[src/rtl/postfix_eval.sv]
// postfix_eval: stack-based evaluator for single-digit postfix expressions.
// Digits push their value, '+'/'*' pop two operands and push the 8-bit
// result, '=' reports the single remaining stack entry.
module postfix_eval #(
  parameter int DEPTH = 8
) (
  input  logic       clk,
  input  logic       rst,
  input  logic [7:0] tok,
  input  logic       tok_valid,
  output logic       tok_ready,
  output logic [7:0] result,
  output logic       result_valid,
  output logic       ovf,
  output logic       error,
  output logic [4:0] depth
);

  localparam int DATA_W = 8;
  localparam int AW     = $clog2(DEPTH);

  typedef enum logic [2:0] {READY, POP_B, POP_A, EXEC, DONE, ERR} state_t;

  state_t state, state_nxt;

  logic [DATA_W-1:0] stack [DEPTH];
  logic [DATA_W-1:0] opnd_a, opnd_b;
  logic [DATA_W-1:0] result_q;
  logic [4:0]        depth_q;
  logic              ovf_q;
  logic              mul_q;

  logic              accept;
  logic              is_digit, is_op, is_eq;
  logic              stack_full;
  logic [AW-1:0]     wr_idx, top_idx;
  logic [DATA_W-1:0] top;
  logic [DATA_W:0]   alu_out;

  // Returns {wrap, value}: wrap set when the full-width result exceeds 8 bits.
  function automatic logic [DATA_W:0] alu(input logic mul,
                                          input logic [DATA_W-1:0] a,
                                          input logic [DATA_W-1:0] b);
    logic [2*DATA_W-1:0] full;
    full = mul ? (16'(a) * 16'(b)) : (16'(a) + 16'(b));
    return {|full[2*DATA_W-1:DATA_W], full[DATA_W-1:0]};
  endfunction

  assign accept     = tok_valid && (state == READY);
  assign is_digit   = (tok >= 8'h30) && (tok <= 8'h39);
  assign is_op      = (tok == 8'h2B) || (tok == 8'h2A);
  assign is_eq      = (tok == 8'h3D);
  assign stack_full = (depth_q == 5'(DEPTH));
  assign wr_idx     = depth_q[AW-1:0];
  assign top_idx    = AW'(depth_q - 5'd1);
  assign top        = stack[top_idx];
  assign alu_out    = alu(mul_q, opnd_a, opnd_b);

  assign tok_ready    = (state == READY);
  assign result_valid = (state == DONE);
  assign result       = (state == DONE) ? top : result_q;
  assign ovf          = (state == DONE) && ovf_q;
  assign error        = (state == ERR);
  assign depth        = depth_q;

  // State register.
  always_ff @(posedge clk or posedge rst) begin
    if (rst) state <= READY;
    else     state <= state_nxt;
  end

  // Next-state decode: tokens are only looked at in READY.
  always_comb begin
    state_nxt = state;
    case (state)
      READY: begin
        if (accept) begin
          if (is_digit)   state_nxt = stack_full ? ERR : READY;
          else if (is_op) state_nxt = (depth_q >= 5'd2) ? POP_B : ERR;
          else if (is_eq) state_nxt = (depth_q == 5'd1) ? DONE : ERR;
          else            state_nxt = ERR;
        end
      end
      POP_B:   state_nxt = POP_A;
      POP_A:   state_nxt = EXEC;
      EXEC:    state_nxt = READY;
      DONE:    state_nxt = READY;
      ERR:     state_nxt = READY;
      default: state_nxt = READY;
    endcase
  end

  // Stack storage and operand registers; pure data, no reset needed.
  always_ff @(posedge clk) begin
    if (state == READY && accept && is_digit && !stack_full)
      stack[wr_idx] <= tok - 8'h30;
    else if (state == EXEC)
      stack[wr_idx] <= alu_out[DATA_W-1:0];
    if (state == POP_B) opnd_b <= top;
    if (state == POP_A) opnd_a <= top;
  end

  // Occupancy, sticky wrap flag, operator latch and held result.
  always_ff @(posedge clk or posedge rst) begin
    if (rst) begin
      depth_q  <= 5'd0;
      ovf_q    <= 1'b0;
      mul_q    <= 1'b0;
      result_q <= '0;
    end else begin
      case (state)
        READY: begin
          if (accept && is_digit && !stack_full) depth_q <= depth_q + 5'd1;
          if (accept && is_op) mul_q <= (tok == 8'h2A);
        end
        POP_B, POP_A: depth_q <= depth_q - 5'd1;
        EXEC: begin
          depth_q <= depth_q + 5'd1;
          if (alu_out[DATA_W]) ovf_q <= 1'b1;
        end
        DONE: begin
          result_q <= top;
          depth_q  <= 5'd0;
          ovf_q    <= 1'b0;
        end
        ERR: begin
          depth_q <= 5'd0;
          ovf_q   <= 1'b0;
        end
        default: ;
      endcase
    end
  end

endmodule

[config.mk]
export PLATFORM = sky130hd
export DESIGN_NAME = postfix_eval
export DESIGN_NICKNAME = d
export VERILOG_FILES = /design/src/rtl/postfix_eval.sv
export SDC_FILE = /design/constraint.sdc
export NUM_CORES = 1
export LEC_CHECK = 0
export CAP_MARGIN = 40
export CORE_ASPECT_RATIO = 1.4
export CORE_UTILIZATION = 62
export CTS_CLUSTER_DIAMETER = 100
export DETAILED_ROUTE_END_ITERATION = 10
export PLACE_DENSITY = 0.92
export SYNTH_ARGS = -nofsm -noshare
export SYNTH_HDL_FRONTEND = slang
export SYNTH_SLANG_ARGS = --single-unit
[constraint.sdc]
create_clock -name clk -period 5 [get_ports clk]
set_input_delay 1 -clock clk [delete_from_list [all_inputs] [get_ports clk]]
set_output_delay 1 -clock clk [all_outputs]
set_load 0.02 [all_outputs]
==> metrics <==
status=completed; Worst Setup Start Kind=register; layout filler cell count=650; CTS clk-pin slew, worst paths=0.07 ns; vias in the first global route=5131; Worst Hold Class=register to register; crit path cell chain=ha_1, fa_1, inv_1, fa_1, fa_1, fa_1, inv_1, ha_1, inv_1, a311oi_2, nand3_1, or3_1, nor4_1, a32oi_1; Reg area=2850 sq um; R2R depth=14; cell taking the most area after synthesis=edfxtp_1; max-slew violation count=0; GP Congestion=between 0.9 and 1; Die Area=11100 sq um; CTS Buf Count=9; first-pass GRT wire length=26000 um; router iterations before antenna repair=5; crit path max fanout=8; Final setup viols=0; slowest stage cell, crit path=fa_1; DR DRC count=0; Most used DFF post-synth=edfxtp_1; core area=10400 sq um; Max stage delay on crit path=0.56 ns; Slew @ Worst Pin=0.921 ns; # resized after CTS=0; drt via density=6.34; I/O Pins=28; hold path start=result_q[6]; share of layout cells above drive strength 1=0.108; hold_buf cts=0; Synthesis Warnings=0; Most common cell on crit path=fa_1; Post-Syn Nets=668; commonest non-fill, non-tap cell in the layout=edfxtp_1; htree depth=3; minimum clock period=4.68 ns; number of synthesized flops with an enable pin=80; r2r setup slk=about 0.32 ns; Hold Vio Cnt, Final=0; crit path DAT=between 4 and 5 ns; synth unique cells=56; r2r endpoint=ovf_q; Synth Area per Inst=11.7 sq um; placement row count=44; Overall Global Routing Usage=0.324; initial core utilization=0.638; area delta synth->final=11.6%; clk root buf=clkbuf_16; asr flop ratio synth=0.184; antenna cells=0; global-route congestion overflow total=0; Rel. slew slack=0.384; IO Port Bufs=27; Worst setup EP type=register; TritonCTS Sinks=98; via count=between 4000 and 5000; Max Freq=0.214 GHz; Die Ht=124 um; Max Cap Viol=0; CP Class=register to register; DRT iter0 DRCs=322; Final HPWL DP=11900 um; Worst-Skew Late Latency=roughly 0.36 ns; most frequent cells in the layout=edfxtp_1 (80), inv_1 (77), nand2_1 (53), ha_1 (51), fa_1 (37); largest buffer count on any clock path=2; synthesized area=6640 sq um; setup tns final=0 ns; post-synth top area share=0.362; CTS tree=done; nets@finish=705; RSZ-0062 raised after global routing=false; largest net degree at the start of global routing=24; Routed Wire Length=16700 um; Final ANT Viol Nets=0; WL/cell=22.3 um; Worst Clk Skew=0.00902 ns; cell count after synthesis=569; Crit Reg-Reg Startpoint=opnd_a[4]; WHS Path Cells=1; crit share post-route=0.936; Worst EP required=about 5.2 ns; post-synthesis sequential area ratio=0.430; CP delay by family, top=adder cells; worst path bufs/invs=3; Die X=89.5 um; multi-input logic area=about 3400 sq um; antenna violations before repair=0; synth top area cells=edfxtp_1 (36%), fa_1 (11%), ha_1 (9.6%); number of synthesized register bits=98; sink of the worst hold path=result_q[6]
==> stage by stage <==
stage | cell area [sq um] | utilization | worst slack [ns] | hold WS, ns | instances
floorplan | 6640 | - | 0.548 | 0.520 | 569
global placement | 7070 | 0.680 | 0.352 | 0.481 | 728
detailed placement | 7080 | 0.680 | 0.229 | 0.486 | 729
CTS | 7370 | 0.709 | 0.215 | 0.502 | 745
global route | 7410 | 0.712 | 0.00333 | 0.520 | 749
finish | 7410 | 0.712 | 0.319 | 0.503 | 749
==> how the worst max path moves through the flow <==
stage | slack (ns) | endpoint | start | depth (start not counted)
3_3_place_gp | 0.35 | ovf_q | opnd_a[4] | 14
3_5_place_dp | 0.23 | ovf_q | opnd_a[4] | 14
4_1_cts | 0.21 | ovf_q | opnd_a[4] | 14
2_1_floorplan | 0.55 | ovf_q | opnd_a[4] | 14
5_1_grt | 0.003 | ovf_q | opnd_a[5] | 14
6_report | 0.32 | ovf_q | opnd_a[4] | 14
==> cell usage after synthesis, drive strengths merged (2+ instances only) <==
cell type	n
edfxtp	80
inv	77
nand2	53
ha	51
fa	37
and2	34
nor2	28
o21ai	22
a21oi	18
dfrtp	18
mux2	17
mux4	16
nor3	10
nand3	9
clkbuf	8
nand2b	8
nor3b	7
a31oi	6
buf	6
xor2	6
nor2b	5
a211o	4
mux2i	4
o211ai	4
a21o	3
o21a	3
xnor2	3
a21boi	2
a221oi	2
a311oi	2
nand4	2
nor4	2
o31a	2
o41ai	2
or3	2
or4	2
==> cell families (layout without fill, tap and decap cells) <==
group	after synthesis	count (layout)	share of synthesized area
AOI/OAI and AO/OA	77	77	0.0767
xor gates and xnor gates	9	9	0.0119
adders and majority gates	88	88	0.208
buffers and inverters	91	133	0.0543
DFF	98	98	0.430
muxes	37	37	0.0891
and+or+nand+nor	169	169	0.131
==> layer usage <==
| metal | part of all wire | track usage | vias to the layer above |
|---|---|---|---|
| li1 | - | - | 2073 |
| met1 | 0.32 | 0.363 | 2322 |
| met2 | 0.55 | 0.555 | 275 |
| met3 | 0.064 | 0.0417 | 82 |
| met4 | 0.066 | 0.225 | 0 |
| met5 | 0 | 0 | - |
==> timing repair <==
action,4_1_cts,5_1_grt
setup buffers,0,1
endpoints found under the hold margin,0,0
setup endpoints to repair,0,1
==> state kept, by name, summed over array words and instances, names as in the netlist <==
name      count
stack        64
opnd_a        8
opnd_b        8
result_q      8
depth         5
state         3
mul_q         1
ovf_q         1
==> cell type report <==
type | instances | area share
Inverter | 77 | 0.0390
Multi-Input combinational cell | 380 | 0.462
Clock inverter | 6 | 0.00878
Sequential cell | 98 | 0.385
Clock buffer | 10 | 0.0309
Timing Repair Buffer | 40 | 0.0507
Tap cell | 138 | 0.0233
==> worst reg2reg max path: stages (launching register included) <==
cell	delay, ns
edfxtp_1	0.42
ha_1	0.29
fa_1	0.55
inv_1	0.05
fa_1	0.47
fa_1	0.54
fa_1	0.56
inv_1	0.05
ha_1	0.42
inv_1	0.09
a311oi_2	0.29
nand3_1	0.09
or3_1	0.35
nor4_1	0.26
a32oi_1	0.14
Power is left out: the tool's default activity adds up to more than one toggle a clock period on the data nets, which glitch-free logic cannot reach.
